--- config.mk ---
export PLATFORM = sky130hd
export DESIGN_NAME = uart_rx_frame_parser_flat
export DESIGN_NICKNAME = d
export VERILOG_FILES = /design/src/rtl/uart_rx_frame_parser_pkg.sv /design/src/rtl/uart_rx_frame_parser_if.sv /design/src/rtl/uart_frame_buf.sv /design/src/rtl/uart_rx_frame_parser.sv /design/src/flat_wrapper.sv
export SDC_FILE = /design/constraint.sdc
export NUM_CORES = 1
export LEC_CHECK = 0
export BUFFER_PORTS_ARGS = -buffer_cell sky130_fd_sc_hd__buf_2
export CAP_MARGIN = 20
export CORE_UTILIZATION = 45
export DETAILED_ROUTE_END_ITERATION = 10
export HOLD_SLACK_MARGIN = 0.15
export PLACE_DENSITY = 0.62
export SLEW_MARGIN = 10
export SYNTH_ARGS = -nofsm -noshare
export SYNTH_HDL_FRONTEND = slang
export SYNTH_SLANG_ARGS = --single-unit
--- constraint.sdc ---
create_clock -name i_SysClock -period 7.5 [get_ports i_SysClock]
set_input_delay 0.75 -clock i_SysClock [delete_from_list [all_inputs] [get_ports i_SysClock]]
set_output_delay 0.75 -clock i_SysClock [all_outputs]
set_load 0.05 [all_outputs]
--- src/rtl/uart_rx_frame_parser_pkg.sv ---
// rtl/uart_rx_frame_parser_pkg.sv - shared state encoding, SOF default and buffer address helper
package uart_rx_frame_parser_pkg;

  typedef enum logic [2:0] {
    ST_IDLE    = 3'd0,
    ST_LEN     = 3'd1,
    ST_PAYLOAD = 3'd2,
    ST_CHK     = 3'd3,
    ST_DRAIN   = 3'd4
  } state_t;

  localparam logic [7:0] SOF_DEFAULT = 8'hA5;

  function automatic int addr_width(input int depth);
    return (depth > 1) ? $clog2(depth) : 1;
  endfunction

endpackage

--- src/rtl/uart_rx_frame_parser_if.sv ---
// rtl/uart_rx_frame_parser_if.sv - receiver input, payload stream and status pulses of the frame parser
interface uart_rx_frame_parser_if;
  logic [7:0] i_RxByte;
  logic       i_RxDone;
  logic [7:0] o_Data;
  logic       o_Valid;
  logic       i_Ready;
  logic       o_Last;
  logic       o_FrameOk;
  logic       o_FrameErr;
  logic       o_Overrun;

  modport slave (
    input  i_RxByte, i_RxDone, i_Ready,
    output o_Data, o_Valid, o_Last, o_FrameOk, o_FrameErr, o_Overrun
  );

  modport master (
    output i_RxByte, i_RxDone, i_Ready,
    input  o_Data, o_Valid, o_Last, o_FrameOk, o_FrameErr, o_Overrun
  );
endinterface

--- src/rtl/uart_frame_buf.sv ---
// rtl/uart_frame_buf.sv - payload store: synchronous write, combinational read
module uart_frame_buf
  import uart_rx_frame_parser_pkg::*;
#(
  parameter int MAX_LEN = 16,
  localparam int AW = addr_width(MAX_LEN)
) (
  input  logic          clk,
  input  logic          wr_en,
  input  logic [AW-1:0] wr_addr,
  input  logic [7:0]    wr_data,
  input  logic [AW-1:0] rd_addr,
  output logic [7:0]    rd_data
);

  logic [7:0] mem [MAX_LEN];

  always_ff @(posedge clk) begin
    if (wr_en) mem[wr_addr] <= wr_data;
  end

  assign rd_data = mem[rd_addr];

endmodule

--- src/rtl/uart_rx_frame_parser.sv ---
// rtl/uart_rx_frame_parser.sv - SOF/LEN/payload/CHK frame parser with buffered payload replay
// Optional inter-byte gap timeout is built when RX_TIMEOUT_EN is defined.
module uart_rx_frame_parser
  import uart_rx_frame_parser_pkg::*;
#(
  parameter logic [7:0] SOF_BYTE = SOF_DEFAULT,
  parameter int MAX_LEN = 16
`ifdef RX_TIMEOUT_EN
  , parameter int TIMEOUT_CYCLES = 50000
`endif
) (
  input logic             i_SysClock,
  input logic             i_ResetN,
  uart_rx_frame_parser_if.slave bus
);

  localparam int AW = addr_width(MAX_LEN);
  localparam logic [7:0] MAX_LEN_B = 8'(MAX_LEN);

  state_t     state;
  logic       done_q;
  logic [7:0] len, idx, rd, chk;
  logic       valid, last, frame_ok, frame_err, overrun;
  logic       rx_stb, wr_en, accept;
  logic [7:0] rx_byte, buf_data;

  assign rx_byte = bus.i_RxByte;
  assign rx_stb  = bus.i_RxDone & ~done_q;
  assign wr_en   = rx_stb && (state == ST_PAYLOAD);
  assign accept  = valid && bus.i_Ready;

  uart_frame_buf #(.MAX_LEN(MAX_LEN)) u_buf (
    .clk     (i_SysClock),
    .wr_en   (wr_en),
    .wr_addr (idx[AW-1:0]),
    .wr_data (rx_byte),
    .rd_addr (rd[AW-1:0]),
    .rd_data (buf_data)
  );

`ifdef RX_TIMEOUT_EN
  logic [31:0] gap;
`endif

  always_ff @(posedge i_SysClock or negedge i_ResetN) begin
    if (!i_ResetN) begin
      state     <= ST_IDLE;
      done_q    <= 1'b1;
      len       <= 8'd0;
      idx       <= 8'd0;
      rd        <= 8'd0;
      chk       <= 8'd0;
      valid     <= 1'b0;
      last      <= 1'b0;
      frame_ok  <= 1'b0;
      frame_err <= 1'b0;
      overrun   <= 1'b0;
`ifdef RX_TIMEOUT_EN
      gap       <= 32'd0;
`endif
    end else begin
      done_q    <= bus.i_RxDone;
      frame_ok  <= 1'b0;
      frame_err <= 1'b0;
      overrun   <= 1'b0;
      case (state)
        ST_IDLE: begin
          if (rx_stb && rx_byte == SOF_BYTE) state <= ST_LEN;
        end
        ST_LEN: begin
          if (rx_stb) begin
            len <= rx_byte;
            chk <= rx_byte;
            idx <= 8'd0;
            if (rx_byte == 8'd0) begin
              state <= ST_CHK;
            end else if (rx_byte > MAX_LEN_B) begin
              frame_err <= 1'b1;
              state     <= ST_IDLE;
            end else begin
              state <= ST_PAYLOAD;
            end
          end
        end
        ST_PAYLOAD: begin
          if (rx_stb) begin
            chk <= chk ^ rx_byte;
            idx <= idx + 8'd1;
            if (idx == len - 8'd1) state <= ST_CHK;
          end
        end
        ST_CHK: begin
          if (rx_stb) begin
            if (rx_byte == chk) begin
              frame_ok <= 1'b1;
              if (len != 8'd0) begin
                valid <= 1'b1;
                rd    <= 8'd0;
                last  <= (len == 8'd1);
                state <= ST_DRAIN;
              end else begin
                state <= ST_IDLE;
              end
            end else begin
              frame_err <= 1'b1;
              state     <= ST_IDLE;
            end
          end
        end
        ST_DRAIN: begin
          // Receiver bytes cannot be parsed while replaying; flag and drop them.
          if (rx_stb) overrun <= 1'b1;
          if (accept) begin
            if (last) begin
              valid <= 1'b0;
              last  <= 1'b0;
              state <= ST_IDLE;
            end else begin
              rd   <= rd + 8'd1;
              last <= (rd + 8'd2 == len);
            end
          end
        end
        default: state <= ST_IDLE;
      endcase
`ifdef RX_TIMEOUT_EN
      if ((state inside {ST_LEN, ST_PAYLOAD, ST_CHK}) && !rx_stb) begin
        if (gap == 32'(TIMEOUT_CYCLES - 1)) begin
          gap       <= 32'd0;
          frame_err <= 1'b1;
          state     <= ST_IDLE;
        end else begin
          gap <= gap + 32'd1;
        end
      end else begin
        gap <= 32'd0;
      end
`endif
    end
  end

  // Gating with valid keeps o_Data at 0 outside replay, including after reset.
  assign bus.o_Data     = valid ? buf_data : 8'd0;
  assign bus.o_Valid    = valid;
  assign bus.o_Last     = last;
  assign bus.o_FrameOk  = frame_ok;
  assign bus.o_FrameErr = frame_err;
  assign bus.o_Overrun  = overrun;

endmodule

--- src/flat_wrapper.sv ---
// flat-port wrapper written by rule: the top's interface ports become plain ports
module uart_rx_frame_parser_flat import uart_rx_frame_parser_pkg::*;
#(
  parameter logic [7:0] SOF_BYTE = SOF_DEFAULT,
  parameter int MAX_LEN = 16

)
  (i_SysClock, i_ResetN, bus_i_RxByte, bus_i_RxDone, bus_i_Ready, bus_o_Data, bus_o_Valid, bus_o_Last, bus_o_FrameOk, bus_o_FrameErr, bus_o_Overrun);
  uart_rx_frame_parser_if bus_i ();
  input logic i_SysClock;
  input logic i_ResetN;
  input wire logic [$bits(bus_i.i_RxByte)-1:0] bus_i_RxByte;
  input wire logic [$bits(bus_i.i_RxDone)-1:0] bus_i_RxDone;
  input wire logic [$bits(bus_i.i_Ready)-1:0] bus_i_Ready;
  output wire logic [$bits(bus_i.o_Data)-1:0] bus_o_Data;
  output wire logic [$bits(bus_i.o_Valid)-1:0] bus_o_Valid;
  output wire logic [$bits(bus_i.o_Last)-1:0] bus_o_Last;
  output wire logic [$bits(bus_i.o_FrameOk)-1:0] bus_o_FrameOk;
  output wire logic [$bits(bus_i.o_FrameErr)-1:0] bus_o_FrameErr;
  output wire logic [$bits(bus_i.o_Overrun)-1:0] bus_o_Overrun;
  assign bus_i.i_RxByte = bus_i_RxByte;
  assign bus_i.i_RxDone = bus_i_RxDone;
  assign bus_i.i_Ready = bus_i_Ready;
  assign bus_o_Data = bus_i.o_Data;
  assign bus_o_Valid = bus_i.o_Valid;
  assign bus_o_Last = bus_i.o_Last;
  assign bus_o_FrameOk = bus_i.o_FrameOk;
  assign bus_o_FrameErr = bus_i.o_FrameErr;
  assign bus_o_Overrun = bus_i.o_Overrun;
  uart_rx_frame_parser #(.SOF_BYTE(SOF_BYTE), .MAX_LEN(MAX_LEN)) u_core (.i_SysClock(i_SysClock), .i_ResetN(i_ResetN), .bus(bus_i));
endmodule
# == Yosys cells after proc, flatten, opt, wreduce, memory -nomap -nowiden ==
# Memories as Yosys holds them, arrays and structs flattened.
# Index checks and enable logic that the tools add are counted.
# W data, S select, Z words.
# classes
addsub,4
order_cmp,1
eq_ne,19
muxes,50
bitwise_logic,3
n_reduce_logical,14
# op_table
op,n
$mux W8,10
$pmux W8 S2,3
$mux W3,10
$eq A8 B8 Y1,3
$mux W1,22
$add A8 B1 Y8 const B,2
$ne A2 B1 Y1 const B,8
$pmux W3 S5,1
$reduce_and A6 Y1,2
$add A8 B2 Y8 const B,1
$eq A8 B1 Y1 const B,1
$eq A8 B8 Y1 const B,1
$gt A8 B5 Y1 const B,1
$logic_not A8 Y1,1
$reduce_bool A8 Y1,1
$sub A8 B1 Y8 const B,1
$xor A8 B8 Y8,1
$reduce_and A7 Y1,1
$eq A3 B2 Y1 const B,2
$pmux W1 S2,3
$reduce_and A5 Y1,1
$ne A2 B2 Y1 const B,2
$reduce_bool A2 Y1,2
$eq A3 B1 Y1 const B,1
8 further kinds,10
# totals
ff_bits,41
mem_bits_rw,128
in_bits,12
output_inout_bits,13
memories,1
# memory_table
name,words,width,rd,rd_ports_with_merged_regs,wr,line,source
u_core.u_buf.mem,16,8,1,0,1,uart_frame_buf.sv:16,logic [7:0] mem [MAX_LEN];

# == Logic depth before layout (Yosys ltp) ==
# depth
word_depth,5
mapped_depth,8
depth_no_buf,7

# == Modules after synthesis ==
# A second synthesis with hierarchy kept.
# unflattened
hier_cells,512
area_unflattened_um2,7559.8
# by_module_without_submodules
module,n_inst,cells_each,area_each_um2,seq_area_each_um2
uart_frame_buf,1,221,4987.3,3843.7
uart_rx_frame_parser,1,291,2572.5,1027.2

# == Least setup slack after synthesis ==
# OpenSTA, ideal clock, no wires.
# synth_path
path_type,in2reg
from,input port bus_i_RxDone
to,"memory u_core.u_buf.mem[3][0], enable pin"
setup_ns,0.398
t_arrival_ns,2.422
t_required_ns,7.102
slack_ns,4.680
path_stages,5
path_cell_list,nand2b_1 > clkbuf_1 > or3_1 > clkbuf_1 > nor4b_1
# synth_via
elab_chain_len,4
# synth_lines
item,line,source
"start, declared",flat_wrapper.sv:13,input wire logic [$bits(bus_i.i_RxDone)-1:0] bus_i_RxDone;
$and A1 B1 Y1,uart_rx_frame_parser.sv:28,assign rx_stb = bus.i_RxDone & ~done_q;
$logic_and A1 B1 Y1,uart_rx_frame_parser.sv:29,assign wr_en = rx_stb && (state == ST_PAYLOAD);
$mux W1,uart_frame_buf.sv:19,if (wr_en) mem[wr_addr] <= wr_data;
$mux W1 (implied by the code),uart_frame_buf.sv:19,
"end, declared",uart_frame_buf.sv:16,
# Every way passes these cells.

# == Worst setup path in the final report ==
# layout_path
from,register u_core.rd[0]
to,output port bus_o_Data[0]
# layout_via
elab_chain_len,2
# layout_lines
item,line,source
"start, declared",uart_rx_frame_parser.sv:22,"logic [7:0] len, idx, rd, chk;"
"start signal, assigned",uart_rx_frame_parser.sv:119,rd <= rd + 8'd1;
$mem_v2 Z16 W8,n/a,
$mux W8,uart_rx_frame_parser.sv:143,assign bus.o_Data = valid ? buf_data : 8'd0;
"end, declared",flat_wrapper.sv:15,output wire logic [$bits(bus_i.o_Data)-1:0] bus_o_Data;
# Every way passes these cells.

==> results.json <==
{
  "reg2reg_slack_ps": 5010,
  "synth_fp_nets": 521,
  "synthMuxAreaShare_pct": 12.37,
  "synth_seq_area_share_pct": 63.95,
  "avgViaCountPerCell": 5.853,
  "timing.rr.end": "u_core.u_buf.mem[9][7]",
  "diodes": 0,
  "cp.arrival_ps": 2840,
  "numPortBuffers": 24,
  "crit_chain": "buf_4 -> mux4_2 -> mux4_2 -> and2_1 -> buf_2",
  "finalHoldViolCount": 0,
  "synth-edff-count": 128,
  "h-tree-depth": 4,
  "slew_viol_final": 0,
  "wl_met2_um": 7911,
  "place.detailed.hpwl_um": 10460,
  "fin_worst_skew_ps": 8.143,
  "status": "finished clean",
  "cts_made_buffers": 17,
  "synth_top_cells_by_count": "edfxtp_1, dfrtp_1, mux4_2, nand2_1, nor2_1",
  "grt_pass1_wl_um": 25770,
  "antenna_found_initial": 0,
  "synth-xor-area-share_pct": 3.630,
  "drcViolationCount": 0,
  "die_h_um": 132.1,
  "synth_top_area_share_pct": 50.46,
  "synth-simple-area-share_pct": 9.987,
  "grt_overflow": 0,
  "start_util_pct": 45.93,
  "wl_met1_um": 7478,
  "synthAdderAreaFrac_pct": 1.314,
  "path_max_fanout": 39,
  "utilization_pct": 51.95,
  "routed_wirelength_um": 16330,
  "regArea_um2": 4872,
  "nFillCells": 1383,
  "cts_tree": "yes",
  "place_congestion": 0.8062,
  "drt_pass1_iterations": 5,
  "grt_max_degree": 42,
  "period_share_pct": 47.86,
  "p_per_area_nw_per_um2": 293.0,
  "fp-row-count": 47,
  "clk_pin_slew_ps": 60,
  "avgSynthCellArea_um2": 15.20,
  "routed-wl-met3_um": 659,
  "crit_required_ps": 6750,
  "hold_buffers": 0,
  "final_nets": 547,
  "slowest_stage": "mux4_2",
  "p_leak_nw": 3.048,
  "drive_gt1_share_pct": 21.85,
  "ys.flop_type": "edfxtp_1",
  "synth-async-reset-ratio_pct": 24.26,
  "synth_top_family_by_area": "multiplexers",
  "dr_total_vias": 4448,
  "placedCellCount": 727,
  "worst_pin_slew_ps": 740.4,
  "max_slew_margin_pct": 50.64,
  "setup_viol": 0,
  "synthTopCellsByArea": "edfxtp_1, dfrtp_1, mux4_2",
  "syn-instance-count": 501,
  "ys_ff_latch": 169,
  "clk_latency_ps": 430,
  "routedWlPerCell_um": 21.48,
  "ys_warn_count": 0,
  "cts_root_buffer": "clkbuf_16",
  "multi_input_area_um2": 2611,
  "synth.cell_area_um2": 7617,
  "synth-compound-area-share_pct": 6.587,
  "die_w_um": 132.1,
  "final_cells": 760,
  "cp-end-kind": "primary output",
  "cts_setup_buffers": 0,
  "startpoint_type": "flip-flop",
  "max_clock_freq_mhz": 278.6,
  "clockBufferDepth": 2,
  "crit_path_frequent_cell": "mux4_2",
  "io_pins": 25,
  "drtIter0Drc": 467,
  "synth.most_common_cell": "edfxtp_1",
  "top_layer": "met4",
  "vdd_ir_drop_max_uv": 174.2,
  "r2r_cells": 4,
  "fin_crit_ps": 3589,
  "hp-class": "in -> async",
  "synth_area_leader_cell": "edfxtp_1",
  "cts_resized": 0,
  "worstSetupPathType": "reg -> out",
  "grt_pass1_vias": 4519,
  "areaGrowthSynthToFinish_pct": 13.09,
  "clock-sinks": 169,
  "design.core.area_um2": 16580,
  "rsz0062_at_grt": "false",
  "slowest_delay_ps": 620,
  "die_area_um2": 17450,
  "maxCapViolCount": 0,
  "setup_tns_ps": 0,
  "grt.total_usage_pct": 20.18,
  "synth_cell_types": 57,
  "postRouteAntennaNets": 0,
  "r2r_start": "u_core.state[0]"
}
==> cell usage in the layout (no fill, tap or decap), types with 3 or more instances in the layout <==
| master | synthesis | layout |
|---|---|---|
| a22oi_1 | 3 | 3 |
| nor4b_2 | 0 | 4 |
| o31ai_1 | 6 | 6 |
| dfrtp_1 | 40 | 39 |
| a311oi_1 | 4 | 4 |
| nand4_1 | 5 | 5 |
| a21oi_1 | 17 | 17 |
| xnor2_1 | 17 | 17 |
| o311ai_1 | 5 | 5 |
| and4_1 | 3 | 3 |
| and2_1 | 13 | 13 |
| inv_8 | 0 | 5 |
| o21ai_1 | 11 | 11 |
| bufinv_16 | 0 | 3 |
| buf_4 | 0 | 8 |
| or3_1 | 3 | 3 |
| a31oi_1 | 4 | 4 |
| nand3_1 | 10 | 10 |
| xor2_1 | 12 | 12 |
| and3_1 | 11 | 11 |
| or4_1 | 3 | 3 |
| nor2_1 | 20 | 20 |
| clkbuf_16 | 0 | 17 |
| nand2b_1 | 10 | 10 |
| o41ai_1 | 3 | 3 |
| o21ai_0 | 8 | 8 |
| buf_2 | 6 | 24 |
| nand2_1 | 39 | 39 |
| ha_1 | 8 | 8 |
| nor3_1 | 6 | 5 |
| edfxtp_1 | 128 | 128 |
| mux4_2 | 40 | 40 |
| inv_1 | 9 | 9 |
| mux2i_1 | 3 | 3 |
==> where the power goes <==
group          total, mW  internal [mW]  switching, mW
Sequential          1.20           1.09          0.111
Combinational      0.404          0.179          0.226
Clock              0.917          0.537          0.380
==> stage by stage <==
stage	hold slack (ps)	area (µm²)	total power, mW	setup WS [ps]
2_1_floorplan	454.4	7617	1.502	4680
3_3_place_gp	495.4	7946	1.605	4343
3_5_place_dp	501.1	7976	1.625	4318
4_1_cts	423.5	8594	2.538	3844
5_1_grt	160.7	8615	2.637	3777
6_report	159.8	8615	2.524	3911
==> registers in the layout, indices dropped and copies added (netlist names) <==
signal and count:
u_core.u_buf.mem 128, u_core.bus.o_Last 1, u_core.chk 8, u_core.idx 8
u_core.bus.o_Overrun 1, u_core.len 8, u_core.bus.o_FrameOk 1, u_core.rd 8
u_core.bus.o_FrameErr 1, u_core.bus.o_Valid 1, u_core.done_q 1, u_core.state 3
==> worst max-delay path by stage <==
stage | from | to | slack [ps] | depth (start not counted)
after global placement | u_core.rd[0] | bus_o_Data[0] | 4340 | 5
final | u_core.rd[0] | bus_o_Data[0] | 3910 | 5
after global routing | u_core.rd[0] | bus_o_Data[0] | 3780 | 5
after floorplan | bus_i_RxDone | u_core.u_buf.mem[3][0] | 4680 | 5
after detailed placement | u_core.rd[0] | bus_o_Data[0] | 4320 | 5
after CTS | u_core.rd[0] | bus_o_Data[0] | 3840 | 5
==> area by class of cell <==
cell class / instances / area share [%]
sequential: 169 / 56.56
clock inverter: 13 / 2.150
inverter: 10 / 0.4357
multi-input combinational: 296 / 30.31
timing repair buffer: 33 / 2.324
tap: 220 / 3.195
clock buffer: 19 / 5.025
==> critical path, delay by kind of cell (launching register included) <==
family / cells / cell delay, ps
and+or+nand+nor: 1 / 180
buffers and inverters: 2 / 780
DFF: 1 / 340
muxes: 2 / 1080
==> logic make-up after synthesis <==
kind of cell    after synthesis
fa+ha+maj                     8
flops                       169
compound gates               75
xor+xnor                     30
simple gates                139
mux                          44
buf+inv                      36
==> metal layers <==
layer | vias up | GRT usage [%]
met1 | 2288 | 27.42
met4 | 0 | 7.881
met5 | - | 0
met3 | 21 | 4.114
li1 | 2016 | -
met2 | 123 | 32.13
Power figures use the tool's default switching activity.
